### src/rtl/traffic_light_ctrl.sv
// traffic_light_ctrl: four-phase signal-head sequencer driving a long/short interval counter,
// with per-phase watchdog and flashing-yellow fault mode. Define PED_REQ_EN for pedestrian RED extension.
`default_nettype none

module traffic_light_ctrl #(
  parameter int WD_LIMIT     = 64,
  parameter int FLASH_PERIOD = 8
) (
  input  logic clk,
  input  logic reset,
  input  logic tL,
  input  logic tS,
  input  logic ped_req,
  output logic trL,
  output logic trS,
  output logic red,
  output logic yellow,
  output logic green,
  output logic fault,
  output logic ped_ack
);

  typedef enum logic [2:0] {
    START      = 3'd0,
    RED        = 3'd1,
    RED_YELLOW = 3'd2,
    GREEN      = 3'd3,
    YELLOW     = 3'd4,
    FAULT      = 3'd5
  } state_t;

  state_t      state, state_nx;
  logic [31:0] wd, wd_nx;
  logic [31:0] flash, flash_nx;
  logic        ped_pending, ped_pending_nx;
  logic        red_nx, yellow_nx, green_nx, trl_nx, trs_nx, fault_nx, ped_ack_nx;
  logic        is_long, waiting, exp_pulse, wrong_pulse, enter, ped_repeat;

  function automatic state_t next_phase(input state_t s);
    case (s)
      RED:        next_phase = RED_YELLOW;
      RED_YELLOW: next_phase = GREEN;
      GREEN:      next_phase = YELLOW;
      default:    next_phase = RED;
    endcase
  endfunction

  always_comb begin
    state_nx    = state;
    wd_nx       = wd + 32'd1;
    flash_nx    = flash;
    enter       = 1'b0;
    ped_ack_nx  = 1'b0;
    yellow_nx   = 1'b0;
    is_long     = (state == RED) || (state == GREEN);
    // The trigger cycle itself is never a waiting cycle: timeouts seen there are stale.
    waiting     = (state inside {RED, RED_YELLOW, GREEN, YELLOW}) && !(trL || trS);
    exp_pulse   = is_long ? tL : tS;
    wrong_pulse = is_long ? tS : tL;
`ifdef PED_REQ_EN
    ped_pending_nx = (state != FAULT) ? (ped_pending | ped_req) : ped_pending;
`else
    ped_pending_nx = 1'b0;
`endif
    ped_repeat  = (state == RED) && ped_pending;

    case (state)
      START: begin
        state_nx = RED;
        enter    = 1'b1;
      end
      RED, RED_YELLOW, GREEN, YELLOW: begin
        if (waiting) begin
          if (wrong_pulse) begin
            state_nx = FAULT;
          end else if (exp_pulse) begin
            enter = 1'b1;
            if (ped_repeat) begin
              ped_ack_nx     = 1'b1;
              ped_pending_nx = ped_req;
            end else begin
              state_nx = next_phase(state);
            end
          end else if (wd == 32'(WD_LIMIT - 1)) begin
            state_nx = FAULT;
          end
        end
      end
      FAULT: begin
        if (flash == 32'(FLASH_PERIOD - 1)) begin
          flash_nx  = 32'd0;
          yellow_nx = ~yellow;
        end else begin
          flash_nx  = flash + 32'd1;
          yellow_nx = yellow;
        end
      end
      default: state_nx = START;
    endcase

    if (enter) wd_nx = 32'd0;

    if (state_nx == FAULT) begin
      if (state != FAULT) begin
        yellow_nx = 1'b1;
        flash_nx  = 32'd0;
      end
      wd_nx = 32'd0;
    end else begin
      yellow_nx = (state_nx == RED_YELLOW) || (state_nx == YELLOW);
    end

    red_nx   = (state_nx == START) || (state_nx == RED) || (state_nx == RED_YELLOW);
    green_nx = (state_nx == GREEN);
    trl_nx   = enter && ((state_nx == RED) || (state_nx == GREEN));
    trs_nx   = enter && ((state_nx == RED_YELLOW) || (state_nx == YELLOW));
    fault_nx = (state_nx == FAULT);
  end

  always_ff @(posedge clk) begin
    if (reset) begin
      state       <= START;
      wd          <= 32'd0;
      flash       <= 32'd0;
      ped_pending <= 1'b0;
      red         <= 1'b1;
      yellow      <= 1'b0;
      green       <= 1'b0;
      trL         <= 1'b0;
      trS         <= 1'b0;
      fault       <= 1'b0;
      ped_ack     <= 1'b0;
    end else begin
      state       <= state_nx;
      wd          <= wd_nx;
      flash       <= flash_nx;
      ped_pending <= ped_pending_nx;
      red         <= red_nx;
      yellow      <= yellow_nx;
      green       <= green_nx;
      trL         <= trl_nx;
      trS         <= trs_nx;
      fault       <= fault_nx;
      ped_ack     <= ped_ack_nx;
    end
  end

endmodule

`default_nettype wire

### config.mk
export PLATFORM = sky130hd
export DESIGN_NAME = traffic_light_ctrl
export DESIGN_NICKNAME = d
export VERILOG_FILES = /design/src/rtl/traffic_light_ctrl.sv
export SDC_FILE = /design/constraint.sdc
export NUM_CORES = 1
export LEC_CHECK = 0
export CAP_MARGIN = 20
export CORE_UTILIZATION = 32
export CTS_CLUSTER_SIZE = 8
export DETAILED_ROUTE_END_ITERATION = 7
export PLACE_DENSITY = 0.51
export RECOVER_POWER = 100
export SETUP_SLACK_MARGIN = 0.1
export SYNTH_ARGS = -nofsm -noshare
export SYNTH_HDL_FRONTEND = slang
export SYNTH_SLANG_ARGS = --single-unit
export TNS_END_PERCENT = 5
### constraint.sdc
create_clock -name clk -period 2.67 [get_ports clk]
set_clock_uncertainty 0.2 [all_clocks]
set_input_delay 0.534 -clock clk [delete_from_list [all_inputs] [get_ports clk]]
set_output_delay 0.534 -clock clk [all_outputs]
set_load 0.02 [all_outputs]
==> results of run 1 <==
cells in the mapped netlist, types with 2 or more instances:
cell / number / share of area [%]
a21o_1: 2 / 0.41
a21oi_1: 6 / 0.81
a21oi_2: 2 / 0.48
a221oi_1: 2 / 0.48
a32oi_1: 2 / 0.48
and2_1: 3 / 0.51
and3_1: 12 / 2.0
and4_1: 4 / 0.95
and4b_1: 2 / 0.54
buf_2: 3 / 0.41
buf_6: 7 / 2.1
clkbuf_1: 2 / 0.20
dfxtp_1: 75 / 41
ha_1: 2 / 0.68
inv_1: 11 / 1.1
nand2_1: 27 / 2.8
nand2b_1: 2 / 0.34
nand3_1: 26 / 3.5
nand4_1: 16 / 2.7
nor2_1: 85 / 8.7
nor2_2: 2 / 0.34
nor2b_1: 2 / 0.34
nor3_1: 14 / 1.9
nor3b_1: 2 / 0.41
nor4_1: 12 / 2.0
nor4_4: 3 / 1.7
o21ai_0: 8 / 1.1
or2b_2: 2 / 0.48
xnor2_1: 20 / 4.8
xor2_1: 41 / 9.7
layout make-up:
type / count / area, µm²
clock buffers: 11 / 233
clock inverters: 5 / 77.6
fillers: 1118 / 6280
inverters: 11 / 41.3
multi-input cells: 322 / 2060
flip-flops and latches: 75 / 1500
well taps: 140 / 175
repair buffers: 81 / 664
path summary, 6_finish.rpt:
kind                                from   endpoint  slack, ns
worst min register to register  flash[1]   flash[1]       0.29
worst max register to register    wd[14]     wd[16]       0.28
worst min-delay path            flash[1]   flash[1]       0.29
worst max-delay path                  tL  flash[11]       0.16
worst reg2reg max path, stage by stage (launching register included):
cell and delay [ns]:
dfxtp_1 0.31, nor4_1 0.32, nand4_1 0.22, nor3_4 0.38, a21oi_2 0.20, buf_4 0.20, o21ai_2 0.18, buf_4 0.21
nor2_1 0.06
cells by family after synthesis:
kind of cell             after synthesis  share of synthesized area (%)
AO/OA/AOI/OAI                         34                           7.00
flip-flops                            75                           40.7
XOR/XNOR                              61                           14.5
AND/OR/NAND/NOR                      224                           32.9
buffers and inverters                 25                           4.21
adder cells (fa/ha/maj)                2                          0.679
cell usage in the layout, fill, tap and decap left out, drive strengths merged, types with 3 or more instances in the layout:
cell type	n
xor2	41
nand4	16
a21oi	8
and2	3
nand2	28
o21ai	9
and3	12
clkbuf	14
nor4	16
nor2	87
xnor2	20
a211oi	3
buf	67
nor3	16
dfxtp	75
nand3	26
dlygate4sd3	8
inv	11
and4	5
metrics by stage:
step                worst slack (ns)  cell area, µm²
floorplan                      0.378            3680
global placement              -0.589            4380
detailed placement            -0.645            4380
CTS                           0.0447            4750
global route                  0.0511            4750
finish                         0.164            4750
power groups by stage:
stage          combinational, µW  clock [µW]  sequential [µW]
3_5_place_dp                 590           0             1220
2_1_floorplan                365           0             1220
4_1_cts                      657        1320             1200
5_1_grt                      726        1350             1200
3_3_place_gp                 590           0             1220
6_report                     663        1270             1200
what timing repair did:
action | in CTS | in global routing
gates cloned | 1 | 0
pin swaps | 1 | 1
gates resized for setup | 2 | 3
buffers inserted | 1 | 1
setup endpoints to repair | 28 | 52
routing by layer:
layer  wire (µm)  global-route usage (%)  vias to the layer above  share of wire (%)
met3         261                    3.91                        8                3.3
met1        3910                    18.4                     1416                 50
li1            -                       -                     1618                  -
met5           0                       0                        -                  0
met2        3620                    23.4                       41                 46
met4          87                    4.57                        0                1.1
==> out/qor.csv, run 1 <==
metric;value;unit
largest net degree at the start of global routing;23;
final-report max-slew violation count;0;
# DRC;0;
Crit path max-delay family;buffers and inverters;
Util after Layout;43.1;%
DR iter-0 viols;120;
combinational group share of total power;21.1;%
area added between synthesis and finish;28.9;%
HPWL Detailed;5.65;mm
synth unique cells;54;
Slowest-stage cell, CP;dlygate4sd3_1;
Crit. End Element;register;
VDD IR max;0.327;mV
ant diodes;0;
cell count after synthesis;421;
Placeable Area;11000;µm²
Syn. warnings;0;
Die Ht;109;µm
syn nets;428;
Buffers on Ports;11;
hold depth;2;
actual slew at the worst max-slew pin;0.629;ns
Via density;4.78;
Clk pwr share;40.7;%
final std cells w/o fill;645;
status;completed;
Critical Path Stages;8;
Avg Inst Size Synth;8.75;µm²
Worst R2R Path Depth;8;
CTS tree;built;
initial antenna violation count;0;
Final min period;2.51;ns
Sw Share;27.4;%
Cell Chain, Critical Path;dlygate4sd3_1 -> nor4b_4 -> buf_4 -> a31oi_1 -> a2111oi_4 -> a211oi_4 -> buf_12 -> nor2_1;
fin crit share;93.8;%
fraction of layout cells with a size suffix above 1;21.0;%
Clock transition at path regs;0.06;ns
synthesized flop and latch total;75;
clk_lat worst skew;0.33;ns
global-route wire length before repair;13.3;mm
Clock Path Buffers;2;
Leakage;0.00189;µW
register area share after synthesis;40.7;%
ys flop type;dfxtp_1;
total grt overflow;0;
CP max FO;14;
MaxCap Viol Count;0;
Largest stage delay, worst path;0.58;ns
Root Driver;clkbuf_16;
Die Footprint;11900;µm²
placed cells;626;
Final #Nets;507;
setup tns final;0;ns
Global Route Usage Sum;14.3;%
hold buffers post-CTS;0;
vias in the first global route;2898;
internal power;2280;µW
ANT nets after route;0;
Min-Delay Path Class;reg2reg;
slew margin rel.;57.8;%
wire length per cell;12.2;µm
Setup Viol. Count Final;0;
Crit path buffers/inverters;3;
NetSw;858;µW
num rows;38;
Max Clk Rate;0.399;GHz
GP Congestion;0.859;
Hold WS;0.292;ns
Mapped Area;3680;µm²
Post-synth EDFFs;0;
Die W;109;µm
arrival time at the worst endpoint;2.57;ns
async set or reset register ratio after synthesis;0;%
biggest regs;flash: 32 flops, wd: 32 flops, state: 3 flops;
setup repair after global routing missed its margin;true;
Flop pwr share;38.2;%
I/O pins;12;
Starting Density;33.4;%
drt pass-1 iters;4;
final hold violations;0;
via count;3083;
CTS sink count;75;
Tot Pwr;3130;µW
Critical Path RT;2.73;ns
drt total wl;7.88;mm
CP Class;in2reg;
PwrDens;660;nW/µm²
H-tree levels;3;
crit path launch type;input pin;
TritonCTS buffer count;9;
No activity file was read; power rests on OpenSTA's default activity.
==> inputs of run 2 (changes only) <==
--- a/config.mk
+++ b/config.mk
@@ -5,6 +5,7 @@
 export SDC_FILE = /design/constraint.sdc
 export NUM_CORES = 1
 export LEC_CHECK = 0
+export ABC_AREA = 1
 export CAP_MARGIN = 20
 export CORE_UTILIZATION = 32
 export CTS_CLUSTER_SIZE = 8
==> run 2 against run 1 <==
Non-clock buffer count fell by 58. First-iteration DRC count grew 99%. Critical path depth rose by 3. Sequential power rose by 3%. Synthesized cell count rose by 69%. Via count increased by 39%. Routed wire length increased by 44%. Clock power about the same. Design area grew 12%.
==> out/qor.csv, run 2 <==
metric;value;unit;change
Post-synth EDFFs;0;;unchanged
ANT nets after route;0;;unchanged
Worst R2R Path Depth;11;;+3
Min-Delay Path Class;reg2reg;;
Leakage;0.00213;µW;+13%
MaxCap Viol Count;0;;unchanged
total grt overflow;0;;unchanged
Die Ht;124;µm;+14%
synth unique cells;36;;-33%
drt pass-1 iters;4;;unchanged
Yosys top cell area share;31.5;%;-9.3 points
status;completed;;
Syn. warnings;0;;unchanged
final hold violations;0;;unchanged
clk_lat worst skew;0.35;ns;+0.02 ns
Cell Chain, Critical Path;ha_1 -> nand2_1 -> nor2_2 -> nand4_1 -> nor2_1 -> nand3_1 -> nor2_1 -> nand3_1 -> xor2_1 -> inv_1 -> nor2_2;;
WHS Endpoint;wd[0];;
largest family of logic cells by synthesized area;simple AND/OR/NAND/NOR gates;;
largest net degree at the start of global routing;23;;unchanged
Sw Share;38.2;%;+11 points
Hold WS;0.281;ns;-0.0106 ns
ys flop type;dfxtp_1;;
Final #Nets;741;;+46%
CP max FO;4;;-10
setup repair after global routing missed its margin;true;;
FF-to-FF End;wd[30];;
# DRC;0;;unchanged
VDD IR max;0.371;mV;+13%
Via density;4.64;;-2.9%
fraction of layout cells with a size suffix above 1;9.20;%;-12 points
ant diodes;0;;unchanged
syn nets;717;;+68%
final-report max-slew violation count;0;;unchanged
HPWL Detailed;8.79;mm;+55%
Post-Synth Simple-Gate Area;46.2;%;+13 points
GP Congestion;0.849;;-1.2%
Largest stage delay, worst path;0.41;ns;-0.17 ns
Crit path buffers/inverters;1;;-2
CP Class;reg2reg;;
Placeable Area;14500;µm²;+32%
DR iter-0 viols;239;;+99%
slew margin rel.;62.9;%;+5.1 points
Crit. End Element;register;;
Max Clk Rate;0.412;GHz;+3.1%
CTS sink count;75;;unchanged
vias in the first global route;4154;;+43%
Yosys top cell by area;dfxtp_1;;
Starting Density;32.8;%;-0.56 points
PwrDens;709;nW/µm²;+7.4%
reg2reg start;wd[0];;
register area share after synthesis;31.5;%;-9.3 points
actual slew at the worst max-slew pin;0.551;ns;-0.0773 ns
global-route wire length before repair;19.5;mm;+47%
most common cell after layout, fill and taps aside;nand2_1;;
I/O pins;12;;unchanged
M3 GR Usage;2.52;%;-1.4 points
M1 GR Usage;21.9;%;+3.6 points
Final min period;2.43;ns;-0.0757 ns
drt total wl;11.4;mm;+44%
top post-synthesis cells by area;dfxtp_1 31%, nand2_1 12%, nor2_1 8.7%, inv_1 8.3%, nor2_4 6.6%;;
Root Driver;clkbuf_16;;
Flop pwr share;32.8;%;-5.4 points
Crit path max-delay family;simple AND/OR/NAND/NOR gates;;
cell count after synthesis;710;;+69%
Die W;124;µm;+14%
async set or reset register ratio after synthesis;0;%;unchanged
hold depth;1;;-1
Clock transition at path regs;0.07;ns;about the same
Die Footprint;15400;µm²;+29%
GRT met2 Usage;26.1;%;+2.7 points
busiest grt layer;met2;;
multiplexer share of the synthesized area;0;%;unchanged
post-CTS setup buffers;0;;-1
num rows;44;;+16%
Clock Path Buffers;2;;unchanged
setup tns final;0;ns;unchanged
internal power;2330;µW;+2.1%
Synth Area in Compound Gates;3.85;%;-3.1 points
most frequent cells in the layout;157 x nand2_1, 130 x nor2_1, 106 x inv_1, 75 x dfxtp_1, 59 x nand3_1;;
via count;4282;;+39%
Global Route Usage Sum;16.3;%;+2.0 points
Post-Synth Adder-Cell Area;0.524;%;-0.15 points
combinational group share of total power;33.3;%;+12 points
Setup Viol. Count Final;0;;unchanged
NetSw;1440;µW;+67%
Critical Path RT;2.71;ns;-0.02 ns
synthesized flop and latch total;75;;unchanged
Buffers on Ports;11;;unchanged
wire length per cell;12.3;µm;+0.83%
count leader, synth;nand2_1;;
CTS tree;built;;
R2R Setup Slk;0.24;ns;-0.04 ns
area added between synthesis and finish;11.2;%;
Slowest-stage cell, CP;dfxtp_1;;
crit path launch type;register;;
Clk pwr share;33.9;%;-6.8 points
TritonCTS buffer count;9;;unchanged
arrival time at the worst endpoint;2.47;ns;-0.10 ns
xor and xnor area share after synthesis;7.16;%;-7.3 points
initial antenna violation count;0;;unchanged
Avg Inst Size Synth;6.72;µm²;-23%
Mapped Area;4770;µm²;+30%
H-tree levels;3;;unchanged
top cells by count, synth;156 x nand2_1, 111 x nor2_1, 106 x inv_1;;
worst hold start;wd[0];;
fin crit share;91.0;%;-2.8 points
biggest regs;flash: 32 flops, wd: 32 flops, state: 3 flops;;
run 2: kinds of logic (layout without fill, tap and decap cells):
family | count (synthesis) | count (layout)
fa+ha+maj | 2 | 2
flops | 75 | 75
xor+xnor | 39 | 39
compound gates | 33 | 33
buf+inv | 122 | 151
simple gates | 439 | 439
run 2: layout make-up:
class | instances | area, µm²
fill | 1563 | 9230
multi-input combinational | 513 | 2620
sequential | 75 | 1500
inverter | 112 | 420
timing repair buffer | 23 | 233
tap | 184 | 230
clock buffer | 9 | 225
clock inverter | 7 | 83.8
run 2: how the worst max path moves through the flow:
stage | end | start | slack, ns | cells after the start
2_1_floorplan | flash[6] | wd[0] | 0.55 | 15
3_3_place_gp | wd[0] | tS | 0.18 | 14
3_5_place_dp | wd[1] | tS | 0.12 | 14
4_1_cts | wd[30] | wd[0] | 0.19 | 11
5_1_grt | flash[13] | wd[0] | 0.05 | 15
6_report | wd[30] | wd[0] | 0.24 | 11
run 2: power by group through the flow:
stage               combinational [µW]  clock [µW]  sequential, µW
floorplan                         1070           0            1280
finish                            1250        1280            1240
global placement                  1400           0            1260
global route                      1390        1360            1240
detailed placement                1420           0            1260
CTS                               1430        1310            1240
run 2: metrics by stage:
step           utilization, %  power (µW)  setup WS [ns]  std cells  instance area (µm²)
5_1_grt                  36.5        3990         0.0453        923                 5310
2_1_floorplan               -        2350          0.545        710                 4770
6_report                 36.5        3760          0.240        923                 5310
3_3_place_gp             35.4        2660          0.181        907                 5150
4_1_cts                  37.5        3980          0.194        923                 5460
3_5_place_dp             35.4        2690          0.121        907                 5150
run 2: timing repair:
item,CTS,global route
hold buffers,0,0
endpoints found under the setup margin,0,32
resized for setup,0,2
run 2: worst register-to-register path, delay by kind of cell (launching register included):
kind / cells / cell delay [ns]
flops: 1 / 0.41
simple gates: 8 / 1.27
fa+ha+maj: 1 / 0.23
xor+xnor: 1 / 0.16
buf+inv: 1 / 0.06
run 2: per-layer routing:
metal | routed length (µm) | vias to the layer above
li1 | - | 2262
met1 | 5700 | 1952
met2 | 5130 | 55
met3 | 362 | 13
met4 | 168 | 0
met5 | 0 | -
==> inputs of run 3 (changes only) <==
--- a/config.mk
+++ b/config.mk
@@ -13,6 +13,7 @@
 export PLACE_DENSITY = 0.51
 export RECOVER_POWER = 100
 export SETUP_SLACK_MARGIN = 0.1
+export SKIP_LAST_GASP = 1
 export SYNTH_ARGS = -nofsm -noshare
 export SYNTH_HDL_FRONTEND = slang
 export SYNTH_SLANG_ARGS = --single-unit
==> results of run 3 <==
Final layout, timing and power as in run 2 (identical DEF).
==> RTL change: new RTL, config.mk and constraints of run 1 <==
Add a define of `PED_REQ_EN`.
--- a/src/rtl/traffic_light_ctrl.sv
+++ b/src/rtl/traffic_light_ctrl.sv
@@ -3,2 +3,4 @@
 `default_nettype none
+
+`define PED_REQ_EN
 
Behaviour: not the same (a bounded check fails within 4 cycles, from zero or initial values and one cycle with reset high).
==> RTL change against run 1 <==
Routed wire length grew 19%; cell count shrank 1.6%; cell area decreased by 4.9%; sequential cell count is the same; total power down 9.0%; clock power grew 6%; worst setup slack worse by 0.036 ns; synthesized cell count rose by 11%; area after synthesis grew 5.3%; register-to-register slack lost 0.09 ns; critical endpoint is now yellow; largest cell class unchanged.
==> RTL change: results (changes against run 1) <==
- Status: finished, final reports clean (unchanged)
- First-pass GRT wire length: 15900 um (was 13300 um)
- Slew Limit Headroom: 50.4% (was 57.8%)
- Crit Path Max Fanout: 4 (was 14)
- Commonest cells post-synth: 75 x dfxtp_1, 66 x nor2_1, 44 x nand2_1, 30 x nor3_1 (was 85 x nor2_1, 75 x dfxtp_1, 41 x xor2_1, 27 x nand2_1, 26 x nand3_1)
- Root buf cell: clkbuf_16 (unchanged)
- Setup Viol. Count Final: 0 (unchanged)
- Max IR drop VDD: 0.309 mV (was 0.327 mV)
- Gpl congestion: 0.810 (was 0.859)
- Num CTS Buffers: 9 (unchanged)
- Top FF cell, synth: dfxtp_1 (unchanged)
- Synth top area cells: dfxtp_1 39%, nor2_1 6.4%, a311oi_2 6.2% (was dfxtp_1 41%, xor2_1 9.7%, nor2_1 8.7%)
- Iter 0 DRT Violations: 283 (was 120)
- Netlist cell types: 55 (was 54)
- Largest net degree at the start of global routing: 37 (was 23)
- Fillers: 1207 (was 1118)
- Top flop regs: flash x32, wd x32, state x3 (unchanged)
- Crit path DAT: 2.63 ns (was 2.57 ns)
- Clock-pin transition on the worst setup and hold timing paths: 0.06 ns (about the same)
- Detailed placement HPWL: 6210 um (was 5650 um)
- YS warnings: 0 (unchanged)
- Buffers on Ports: 11 (unchanged)
- ANT cells: 0 (unchanged)
- Layout cells sized above 1: 12.2% (was 21.0%)
- Initial antenna violation count: 0 (unchanged)
- Skew-Pair Late Insertion Delay: 0.34 ns
- Detailed-route vias per instance: 5.45 (was 4.78)
- Sequential fraction of the synthesis area: 38.7% (was 40.7%)
- Mapped Cells: 468 (was 421)
- CTS Buffer Depth: 2 (unchanged)
- Net Count, Synth: 475 (was 428)
- Nets: 494 (was 507)
- Drt wl/cell: 14.8 um (was 12.2 um)
- Number of global-route vias before repair: 3243 (was 2898)
- Leak: 1.46 nW (was 1.89 nW)
- Ys async rst share: 0% (unchanged)
- Drt pass-1 iters: 4 (unchanged)
- Tot GR Track Use: 15.9% (was 14.3%)
- DRT Wirelength: 9380 um (was 7880 um)
- HP Class: reg -> reg (unchanged)
- Placed inst area: 4240 um2 (was 4380 um2)
- Max H-tree Level: 3 (unchanged)
- Post-Place Cells: 618 (was 626)
- Yosys top cell area share: 38.7% (was 40.7%)
==> RTL change: cell types whose count changed after synthesis, moves of 7 or more <==
cell	before	now
clkbuf_1	2	16
nor3_1	14	30
o21ai_0	8	15
nor2_1	85	66
xor2_1	41	21
nand2_1	27	44
a21oi_1	6	19
xnor2_1	20	10
nor4_1	12	20
a311oi_2	0	16
buf_6	7	0
==> RTL change: worst paths after layout <==
| kind | slack, ns | endpoint | cells past startpoint | start |
|---|---|---|---|---|
| worst max-delay path | 0.13 | yellow | 7 | tL |
| worst min-delay path | 0.24 | wd[0] | 1 | wd[0] |
| worst max register to register | 0.19 | flash[15] | 7 | wd[11] |
| worst min register to register | 0.24 | wd[0] | 1 | wd[0] |
==> RTL change: logic make-up after synthesis <==
| kind of cell | count (synthesis) | synth area share (%) |
|---|---|---|
| AO/OA/AOI/OAI | 83 | 17.2 |
| XOR/XNOR | 31 | 7.00 |
| adder cells (fa/ha/maj) | 2 | 0.645 |
| buffers and inverters | 30 | 3.29 |
| flip-flops | 75 | 38.7 |
| multiplexers | 1 | 0.258 |
| AND/OR/NAND/NOR | 246 | 32.9 |
==> RTL change: critical path, cell delays in order <==
cell and delay (ns):
clkdlybuf4s50_1 0.47, or4b_4 0.48, or4b_1 0.48, a21oi_1 0.19, a21oi_2 0.08, nor4_2 0.25, o32a_1 0.16
==> RTL change: metrics by stage <==
| stage | util [%] | TNS [ns] | hold slack [ns] | setup slack (ns) |
|---|---|---|---|---|
| 2_1_floorplan | - | 0 | 0.218 | 0.364 |
| 6_report | 38.9 | 0 | 0.242 | 0.129 |
| 3_5_place_dp | 36.5 | -5.36 | 0.238 | -0.190 |
| 3_3_place_gp | 36.5 | -2.91 | 0.232 | -0.157 |
| 4_1_cts | 39.3 | 0 | 0.250 | 0.127 |
| 5_1_grt | 38.9 | 0 | 0.287 | 0.0370 |
==> RTL change: what timing repair did <==
item	4_1_cts	5_1_grt
setup buffers	0	1
setup endpoints to repair	0	23
hold buffers	0	0
resized for setup	0	4
==> RTL change: report_power, final <==
group	switching, mW	internal [mW]	total [mW]
logic	0.212	0.124	0.337
registers	0.0265	1.14	1.17
clock network	0.487	0.864	1.35
==> RTL change: per-layer routing <==
layer | wire, um | global-route usage [%] | vias up
met5 | 0 | 0 | -
met4 | 140 | 5.60 | 0
met3 | 345 | 4.32 | 9
met2 | 4220 | 24.5 | 51
met1 | 4680 | 21.4 | 1645
li1 | - | - | 1753
==> RTL change: final cells by class <==
type                       count  area [um2]  area share [%]
multi-input combinational    363        2210            48.8
sequential                    75        1500            33.2
timing repair buffer          33         285            6.31
clock buffer                  11         253            5.59
tap                          143         179            3.96
clock inverter                 5        75.1            1.66
inverter                       5        18.8           0.415
